[src/rtl/alu_req_arbiter.sv]
// alu_req_arbiter: two-port round-robin arbiter and sequencer for a shared
// 8-bit ALU. It grants one requester, latches its op/operands, pulses
// alu_begin, waits for alu_end (or a timeout), then returns a tagged result.
//
// Ports:
//   clk, reset               : rising-edge clock, synchronous active-high reset
//   reqN_valid/op/a/b        : requester N command (op 3'b111 is reserved)
//   reqN_ready               : combinational accept strobe (IDLE only)
//   alu_begin                : one-cycle start pulse to the ALU
//   alu_op/alu_a/alu_b       : latched command, held from ISSUE through RESP
//   alu_end/alu_result       : ALU completion and result
//   alu_abort                : one-cycle pulse in the last WAIT cycle on timeout
//   rsp_valid/id/result/err  : one-cycle response strobe
//   busy                     : FSM not in IDLE
module alu_req_arbiter #(
  parameter int WIDTH   = 8,
  parameter int TIMEOUT = 64
) (
  input  logic               clk,
  input  logic               reset,
  input  logic               req0_valid,
  input  logic [2:0]         req0_op,
  input  logic [WIDTH-1:0]   req0_a,
  input  logic [WIDTH-1:0]   req0_b,
  output logic               req0_ready,
  input  logic               req1_valid,
  input  logic [2:0]         req1_op,
  input  logic [WIDTH-1:0]   req1_a,
  input  logic [WIDTH-1:0]   req1_b,
  output logic               req1_ready,
  output logic               alu_begin,
  output logic [2:0]         alu_op,
  output logic [WIDTH-1:0]   alu_a,
  output logic [WIDTH-1:0]   alu_b,
  input  logic               alu_end,
  input  logic [2*WIDTH-1:0] alu_result,
  output logic               alu_abort,
  output logic               rsp_valid,
  output logic               rsp_id,
  output logic [2*WIDTH-1:0] rsp_result,
  output logic               rsp_err,
  output logic               busy
);

  localparam int            CW      = (TIMEOUT > 1) ? $clog2(TIMEOUT) : 1;
  localparam logic [CW-1:0] CNT_END = CW'(TIMEOUT - 1);
  localparam logic [2:0]    OP_RSVD = 3'b111;

  typedef enum logic [1:0] {S_IDLE, S_ISSUE, S_WAIT, S_RESP} state_t;

  state_t             r_state;
  logic               r_prio;
  logic               r_id;
  logic [CW-1:0]      r_cnt;
  logic               r_alu_begin;
  logic [2:0]         r_alu_op;
  logic [WIDTH-1:0]   r_alu_a;
  logic [WIDTH-1:0]   r_alu_b;
  logic               r_rsp_valid;
  logic               r_rsp_id;
  logic [2*WIDTH-1:0] r_rsp_result;
  logic               r_rsp_err;

  logic               w_grant0;
  logic               w_grant1;
  logic               w_idle;
  logic [2:0]         w_sel_op;
  logic [WIDTH-1:0]   w_sel_a;
  logic [WIDTH-1:0]   w_sel_b;

  always_comb begin
    w_grant0 = req0_valid && (!req1_valid || !r_prio);
    w_grant1 = req1_valid && (!req0_valid ||  r_prio);
    // No accept while reset is asserted: the transfer would be dropped.
    w_idle   = (r_state == S_IDLE) && !reset;
    w_sel_op = w_grant1 ? req1_op : req0_op;
    w_sel_a  = w_grant1 ? req1_a  : req0_a;
    w_sel_b  = w_grant1 ? req1_b  : req0_b;
  end

  assign req0_ready = w_idle && w_grant0;
  assign req1_ready = w_idle && w_grant1;

  // Abort is decoded from registered state so it lands in the last WAIT
  // cycle itself and can be suppressed by a same-cycle alu_end.
  assign alu_abort  = (r_state == S_WAIT) && (r_cnt == CNT_END) && !alu_end;

  assign alu_begin  = r_alu_begin;
  assign alu_op     = r_alu_op;
  assign alu_a      = r_alu_a;
  assign alu_b      = r_alu_b;
  assign rsp_valid  = r_rsp_valid;
  assign rsp_id     = r_rsp_id;
  assign rsp_result = r_rsp_result;
  assign rsp_err    = r_rsp_err;
  assign busy       = (r_state != S_IDLE);

  always_ff @(posedge clk) begin
    if (reset) begin
      r_state      <= S_IDLE;
      r_prio       <= 1'b0;
      r_id         <= 1'b0;
      r_cnt        <= '0;
      r_alu_begin  <= 1'b0;
      r_alu_op     <= '0;
      r_alu_a      <= '0;
      r_alu_b      <= '0;
      r_rsp_valid  <= 1'b0;
      r_rsp_id     <= 1'b0;
      r_rsp_result <= '0;
      r_rsp_err    <= 1'b0;
    end else begin
      r_alu_begin <= 1'b0;
      r_rsp_valid <= 1'b0;
      unique case (r_state)
        S_IDLE: begin
          if (req0_valid || req1_valid) begin
            r_id <= w_grant1;
            if (w_sel_op == OP_RSVD) begin
              r_rsp_valid  <= 1'b1;
              r_rsp_id     <= w_grant1;
              r_rsp_err    <= 1'b1;
              r_rsp_result <= '0;
              r_state      <= S_RESP;
            end else begin
              r_alu_op    <= w_sel_op;
              r_alu_a     <= w_sel_a;
              r_alu_b     <= w_sel_b;
              r_alu_begin <= 1'b1;
              r_state     <= S_ISSUE;
            end
          end
        end
        S_ISSUE: begin
          r_cnt   <= '0;
          r_state <= S_WAIT;
        end
        S_WAIT: begin
          r_cnt <= r_cnt + 1'b1;
          if (alu_end) begin
            r_rsp_valid  <= 1'b1;
            r_rsp_id     <= r_id;
            r_rsp_err    <= 1'b0;
            r_rsp_result <= alu_result;
            r_state      <= S_RESP;
          end else if (r_cnt == CNT_END) begin
            r_rsp_valid  <= 1'b1;
            r_rsp_id     <= r_id;
            r_rsp_err    <= 1'b1;
            r_rsp_result <= '0;
            r_state      <= S_RESP;
          end
        end
        S_RESP: begin
          r_prio       <= ~r_rsp_id;
          r_rsp_id     <= 1'b0;
          r_rsp_err    <= 1'b0;
          r_rsp_result <= '0;
          r_state      <= S_IDLE;
        end
        default: r_state <= S_IDLE;
      endcase
    end
  end

endmodule
[config.mk]
export PLATFORM = sky130hd
export DESIGN_NAME = alu_req_arbiter
export DESIGN_NICKNAME = d
export VERILOG_FILES = /design/src/rtl/alu_req_arbiter.sv
export SDC_FILE = /design/constraint.sdc
export NUM_CORES = 1
export LEC_CHECK = 0
export BUFFER_PORTS_ARGS = -buffer_cell sky130_fd_sc_hd__buf_2
export CAP_MARGIN = 5
export CORE_UTILIZATION = 25
export CTS_BUF_LIST = sky130_fd_sc_hd__clkbuf_4 sky130_fd_sc_hd__clkbuf_8 sky130_fd_sc_hd__clkbuf_16
export CTS_CLUSTER_SIZE = 16
export DETAILED_ROUTE_END_ITERATION = 12
export SYNTH_ARGS = -nofsm -noshare
export SYNTH_HDL_FRONTEND = slang
export SYNTH_SLANG_ARGS = --single-unit
[constraint.sdc]
create_clock -name clk -period 2.8 [get_ports clk]
set_input_delay 0 -clock clk [delete_from_list [all_inputs] [get_ports clk]]
set_output_delay 0 -clock clk [all_outputs]
set_load 0.1 [all_outputs]
After elaboration in Yosys (flattened, before gate mapping)
Cells that the tools add are included.
Widths: inputs -> output; s select.
- logic and storage cells: 79
- register bits: 49
- output and inout port bits: 43
- $add $sub $neg: 1
- eq/ne operators: 8
- muxes and demuxes: 30
- reduce and logical (&&, ||, !) cells: 24
- bitwise operators: 4
- operators with widths (kind ; number):
    $mux 16 ; 4
    $pmux 16 s3 ; 1
    $mux 8 ; 2
    $mux 1 ; 13
    $pmux 6 s2 ; 1
    $mux 2 ; 4
    $pmux 2 s4 ; 1
    $logic_and 1x1->1 ; 7
    $add 6x1->6 const B ; 1
    $eq 6x6->1 const B ; 1
    $pmux 1 s3 ; 2
    $logic_not 1->1 ; 5
    $eq 2x2->1 const B ; 2
    $ne 2x1->1 const B ; 2
    $not 1->1 ; 4
    $reduce_and 2->1 ; 2
    $reduce_and 4->1 ; 1
    $reduce_bool 2->1 ; 2
    $eq 3x3->1 const B ; 1
    $logic_or 1x1->1 ; 3
    $mux 3 ; 1
    $ne 3x2->1 const B ; 1
    $reduce_and 3->1 ; 1
    $reduce_bool 3->1 ; 1
    4 further kinds ; 4

Depth between registers and ports, before layout
Gate-level depths: netlist of run 1.
- word-level depth: 8
- mapped depth: 9

Least setup slack after synthesis of run 1
OpenSTA, ideal clock, no wires.
- kind: register -> register
- start: register r_state[0]
- end: register r_rsp_err, in the netlist rsp_err
- arrival: 3.241 ns
- clock period less this slack: 3.304 ns
- slack: -0.504 ns
- cell stages (with the launch flop): 7
- required time: 2.737 ns
- path buffers: 0
- path through: dfxtp_1 inv_1 ha_1 nand2b_1 nor3_1 or2_2 a32o_1
- longest elaborated chain between the ends: 3
- RTL lines (element ; RTL line ; source):
    from (decl) ; 51 ; state_t r_state;
    from (signal assigned) ; 100 ; r_state <= S_IDLE;
    from (signal assigned) ; 124 ; r_state <= S_RESP;
    from (signal assigned) ; 130 ; r_state <= S_ISSUE;
    $eq 2x2->1 or $logic_not 2->1 (tied branches) ; 115 ; unique case (r_state)
    $ne 3x2->1 (no source line) (tied with other cells) ; n/a ;
    $reduce_and 4->1 (no source line) ; n/a ;
    to (signal assigned) ; 111 ; r_rsp_err <= 1'b0;
    to (signal assigned) ; 122 ; r_rsp_err <= 1'b1;
    to (signal assigned) ; 143 ; r_rsp_err <= 1'b0;
    to (decl) ; 62 ; logic r_rsp_err;
Several ways; a longest one is shown, not always the timed one.
A chain may end at the register's enable or synchronous reset.

Final worst setup path of run 1
- start: register r_state[0]
- end: register r_alu_a[7], in the netlist alu_a[7]
- longest elaborated chain between the ends: 2
- RTL lines (element ; RTL line ; source):
    $logic_not 2->1 ; 115 ;
    $reduce_and 3->1 (no source line) ; n/a ;
    to (signal assigned) ; 127 ; r_alu_a <= w_sel_a;
    to (decl) ; 57 ; logic [WIDTH-1:0] r_alu_a;
Every way passes these cells.

==> results of run 1 <==
[cell families after synthesis]
kind of cell / share of synthesized area [%]
adder cells (fa/ha/maj): 2.77
AO/OA/AOI/OAI: 19.1
buffers and inverters: 6.53
AND/OR/NAND/NOR: 26.5
XOR/XNOR: 1.16
flip-flops: 43.4
multiplexers: 0.498
[timing repair]
item                                   in CTS  in global routing
setup endpoints to repair                   0                  8
gates resized for setup                     0                  3
hold buffers                               38                  0
endpoints found under the hold margin      19                  0
[worst paths after layout]
| kind | start | endpoint | slack, ns |
|---|---|---|---|
| worst max-delay path | r_state[0] | alu_a[7] | 0.26 |
| worst max register to register | r_state[0] | alu_a[7] | 0.26 |
| worst min register to register | rsp_result[7] | rsp_result[7] | 0.48 |
| worst min-delay path | alu_result[7] | rsp_result[7] | 0.09 |
[layer usage]
metal,global-route usage [%],vias to the layer above,wire (um)
met4,3.56,0,99
li1,-,1221,-
met3,3.17,12,306
met2,23.9,70,3160
met5,0,-,0
met1,18.4,1086,3200
[cell usage after synthesis (all sizes together)]
cell type and number:
a21o 1, nor2 30, a221oi 1, and2 2
and3 2, o2bb2ai 1, nor2b 1, dfxtp 49
a311oi 19, or3 3, a21oi 6, nand4 2
o211a 3, nand3b 1, nand3 5, xor2 3
o21ai 3, inv 6, mux2 1, a32o 1
nor3 2, nor4 16, or2 1, a211oi 1
buf 8, nand2b 4, nand2 64, clkbuf 17
o32ai 1, a31o 16, ha 5
[power by group]
group / switching (W) / internal (W) / total (W)
combinational: 0.00160 / 0.000499 / 0.00210
sequential: 0.0000744 / 0.000840 / 0.000914
clock: 0.000237 / 0.000260 / 0.000497
[flip-flops by register name (all words and copies together) (netlist names), 2 cells and up]
signal,flops
r_state,2
alu_a,8
rsp_result,16
alu_op,3
alu_b,8
r_cnt,6
[per-stage QoR]
step	instances	power [W]	hold WS (ns)
after detailed placement	463	0.00289	0.272
final	508	0.00351	0.0873
after floorplan	275	0.00260	0.159
after CTS	508	0.00352	0.0778
after global placement	463	0.00287	0.266
after global routing	508	0.00371	0.0916
[final cells by class]
class / instances / area, um2 / area share [%]
Tap cell: 108 / 135 / 4.09
Inverter: 6 / 22.5 / 0.681
Sequential cell: 49 / 981 / 29.7
Clock buffer: 5 / 68.8 / 2.08
Timing Repair Buffer: 143 / 920 / 27.8
Multi-Input combinational cell: 195 / 1140 / 34.6
Clock inverter: 2 / 35.0 / 1.06
[worst reg2reg max path, delay by kind of cell, from the launching register on]
family	cells	cell delay (ns)
adders and majority gates	1	0.25
and+or+nand+nor	2	0.34
buffers and inverters	4	1.01
AOI/OAI and AO/OA	2	0.55
DFF	1	0.34
==> flow_summary.ini, run 1 <==
[cells_and_area]
final_cell_mix = 101 x buf_2, 64 x nand2_1, 49 x dfxtp_1, 38 x dlygate4sd3_1, 30 x nor2_1
fillers = 901
n_antenna_cell = 0
layout_commonest_cell = buf_2
finish.instance_area_mm2 = 0.00331
areaGrowthSynthToFinish_pct = 46.3
post-route-util_pct = 37.9
drive_gt1_share_pct = 31.0
final_nets = 464

[worst_setup_path]
critPathBufInv = 4
crit_chain = inv_1 -> ha_1 -> inv_1 -> nor2_1 -> o211a_4 -> buf_6 -> nor2_1 -> a311oi_1 -> dlygate4sd3_1
max_stage_delay_ns = 0.57
critPathTopFamily = buffers and inverters
critPathKind = reg -> reg
worstSetupPathDepth = 9
crit_fanout = 26
worst_setup_path_end_kind = register
slowest_stage = dlygate4sd3_1
arrival_ns = 2.79
start_kind = register
ff2ff_path_depth = 9
worst_ep_required_time_ns = 3.04

[synthesis]
synth_seq_cells = 49
synth_area_leader_cell = dfxtp_1
netlist_instances = 275
ys_types = 36
syn_area_mm2 = 0.00226
ys_warn_count = 0
postSynthAreaPerCell_um2 = 8.22
synth_top_area_share_pct = 43.4
ys_seq_area_share_pct = 43.4
syn_nets = 339
synthTopCellsByArea = dfxtp_1 43%, nand2_1 11%, a311oi_1 7.4%, nor2_1 5.0%, nor4_1 4.4%

[job]
maxCapViolCount = 0

[timing]
worst_slack_ns = 0.255
worstMarginPinSlew_ns = 0.763
fin_crit_sh_pct = 90.9
slew_headroom_pct = 49.0
setup_tns_ns = 0
finalSetupViolations = 0
drv_slew = 0
timing.fmax_mhz = 393
hold_viol_final = 0
finalCriticalPeriod_ns = 2.54
rsz0062_at_grt = false
fin_skew_ns = 0.00803

[pwr]
peakVddDrop_mv = 0.409
cellLeakagePower_nw = 1.50
powerDensity_mw_per_mm2 = 1060

[min_path]
hold_path_depth = 4
hold_class = in -> reg

[clocking]
clk_path_buf_depth = 2
post_cts.repair.setup_buffers = 0
numCtsBuffers = 5
cts_root_buf = clkbuf_8
cts_num_sinks = 49
cts_tree = yes
clk_latency_ns = 0.30
htree_levels = 2
clkSlewWorstSetupHoldPaths_ns = 0.09

[floorplan]
dieHeight_um = 97.1
core_area_mm2 = 0.00872
fp-row-count = 34
boundaryPins = 102
start_util_pct = 25.9
die-area_mm2 = 0.00943
die_w_um = 97.1

[route]
viasPerCell = 4.70
antenna_left = 0
drc = 0
first_pass_iters = 4
post_drt_wl_per_cell_um = 13.3
routed_wl_um = 6770
dr.first_iter.drc_count = 133
via_count = 2389

[place]
port-buffer-count = 101
dp_hpwl_um = 4440
gp_congestion = 0.749
pre_cts_ws_ns = 0.548
placed_area_mm2 = 0.00281

[grt]
grt_max_degree = 32
grt_pass1_vias = 2349
grt_overflow_total = 0
antenna_found_initial = 0
grt.total_usage_pct = 14.2
grt_pass1_wl_um = 11100

[status]
status = finished, final reports clean
(Power assumes the default switching activity.)
==> inputs of run 2 (changes only) <==
--- a/config.mk
+++ b/config.mk
@@ -5,7 +5,7 @@
 export SDC_FILE = /design/constraint.sdc
 export NUM_CORES = 1
 export LEC_CHECK = 0
-export BUFFER_PORTS_ARGS = -buffer_cell sky130_fd_sc_hd__buf_2
+export BUFFER_PORTS_ARGS = -buffer_cell sky130_fd_sc_hd__clkbuf_2
 export CAP_MARGIN = 5
 export CORE_UTILIZATION = 25
 export CTS_BUF_LIST = sky130_fd_sc_hd__clkbuf_4 sky130_fd_sc_hd__clkbuf_8 sky130_fd_sc_hd__clkbuf_16
==> run 2 against run 1 <==
Compared with the run above:
- utilization is essentially flat
- count of clock-buffer cells in the layout is the same
- via count grew 2.0%
- maximum frequency grew 1.3%
- final cell count grew 0.20%
- cell area is essentially flat
- clock skew grew 0.0082 ns
- clock power grew 7.4%
- non-clock buffer count is the same
- first-iteration DRC count shrank 32%
- sequential share of layout area is essentially flat
- critical endpoint is now alu_b[4]
- largest cell class unchanged
- highest routed layer unchanged
==> flow_summary.ini, run 2 (synthesis gave the netlist of run 1 again) <==
[clocking]
htree_levels = 2
cts_num_sinks = 49
clk_latency_ns = 0.31
cts_root_buf = clkbuf_8
clk_path_buf_depth = 2
numCtsBuffers = 5
cts_tree = yes
ctsResizeCount = 0
clkSlewWorstSetupHoldPaths_ns = 0.11

[place]
gp_congestion = 0.784
placed_area_mm2 = 0.00281
dp_hpwl_um = 4570
port-buffer-count = 101

[floorplan]
fp-row-count = 34
core_area_mm2 = 0.00872
dieHeight_um = 97.1
start_util_pct = 25.9
boundaryPins = 102
die_w_um = 97.1
die-area_mm2 = 0.00943

[worst_setup_path]
reg2reg_to = alu_b[4]
critPathKind = reg -> reg
cp-startpoint = r_state[0]
endpoint = alu_b[4]
arrival_ns = 2.77
rrSetupSlack_ns = 0.29
start_kind = register
worst_setup_path_end_kind = register
ff2ff_path_depth = 8
crit_fanout = 13
worst_ep_required_time_ns = 3.06
r2r_start = r_state[0]

[timing]
drv_slew = 0
slew_headroom_pct = 48.2
fin_crit_sh_pct = 89.7
fin_skew_ns = 0.0162
rsz0062_at_grt = false
whs_ns = 0.0501
setup_tns_ns = 0
timing.fmax_mhz = 398
hold_viol_final = 0
worstMarginPinSlew_ns = 0.775
finalCriticalPeriod_ns = 2.51
finalSetupViolations = 0

[pwr]
pwr-share-clk_pct = 15.3
combPwrFrac_pct = 58.4
p_seq_share_pct = 26.3
p_int_w = 0.00155
peakVddDrop_mv = 0.407
cellLeakagePower_nw = 1.48
netSwitchingFraction_pct = 55.7
powerDensity_mw_per_mm2 = 1060
switchingPower_w = 0.00195

[route]
viasPerCell = 4.79
via_count = 2437
first_pass_iters = 4
routed_wl_um = 7020
antenna_left = 0
drc = 0
post_drt_wl_per_cell_um = 13.8
dr.first_iter.drc_count = 91

[grt]
use_met2_pct = 25.4
grt_pass1_vias = 2409
top_usage_layer = met2
use_met3_pct = 3.09
grt_max_degree = 32
grt_overflow_total = 0
grt_pass1_wl_um = 11300
antenna_found_initial = 0
use_met1_pct = 17.6
grt.total_usage_pct = 14.6

[cells_and_area]
multi_input_area_mm2 = 0.00114
layout_commonest_cell = clkbuf_2
fillers = 885
final_cell_mix = 101 x clkbuf_2, 64 x nand2_1, 49 x dfxtp_1, 38 x dlygate4sd3_1, 30 x nor2_1
finish.instance_area_mm2 = 0.00331
regArea_um2 = 981
areaGrowthSynthToFinish_pct = 46.3
n_antenna_cell = 0
final_nets = 464
drive_gt1_share_pct = 30.9
largest_register_ff_count = 16

[status]
status = finished, final reports clean

[job]
maxCapViolCount = 0

[min_path]
hold_class = in -> reg
==> run 2: power by group through the flow <==
| stage | combinational (W) | clock, W | sequential [W] |
|---|---|---|---|
| floorplan | 0.000812 | 0 | 0.00178 |
| global placement | 0.00194 | 0 | 0.000932 |
| detailed placement | 0.00196 | 0 | 0.000937 |
| CTS | 0.00204 | 0.000555 | 0.000921 |
| global route | 0.00216 | 0.000587 | 0.000941 |
| finish | 0.00205 | 0.000534 | 0.000923 |
==> run 2: layout make-up <==
type / count / share of cell area, %
clock buffer: 5 / 2.08
clock inverter: 3 / 1.44
inverter: 6 / 0.681
multi-input combinational: 195 / 34.4
sequential: 49 / 29.7
tap: 108 / 4.08
timing repair buffer: 143 / 27.7
==> run 2: metrics by stage <==
stage	cells	setup slack (ns)	utilization (%)	power, W
after floorplan	275	0.415	-	0.00260
after global placement	463	0.620	32.2	0.00287
after detailed placement	463	0.532	32.2	0.00290
after CTS	509	0.325	37.9	0.00352
after global routing	509	0.0573	37.9	0.00369
final	509	0.289	37.9	0.00350
==> run 2: critical path: stages, from the launching register on <==
cell and delay [ns]:
dfxtp_1 0.35, inv_1 0.11, ha_1 0.27, inv_1 0.11, nor2_1 0.24, o211a_1 0.46, nor2_1 0.08, a311oi_1 0.26
dlygate4sd3_1 0.59
==> run 2: per-layer routing <==
metal  vias to the layer above  routed length, um
met5                         -                  0
met4                         0                136
met3                        15                295
met2                        72               3440
met1                      1124               3150
li1                       1226                  -
==> run 2: worst min-delay path by stage <==
| stage | from | to | cells after the start |
|---|---|---|---|
| after floorplan | req1_a[0] | alu_a[0] | 2 |
| after global placement | req1_a[5] | alu_a[5] | 3 |
| after detailed placement | req0_a[3] | alu_a[3] | 3 |
| after CTS | alu_result[12] | rsp_result[12] | 4 |
| after global routing | alu_result[6] | rsp_result[6] | 4 |
| final | alu_result[8] | rsp_result[8] | 4 |
==> run 2: repair_timing <==
| action | CTS | global route |
|---|---|---|
| hold buffers | 38 | 0 |
| hold endpoints to repair | 19 | 0 |
| setup buffers | 0 | 0 |
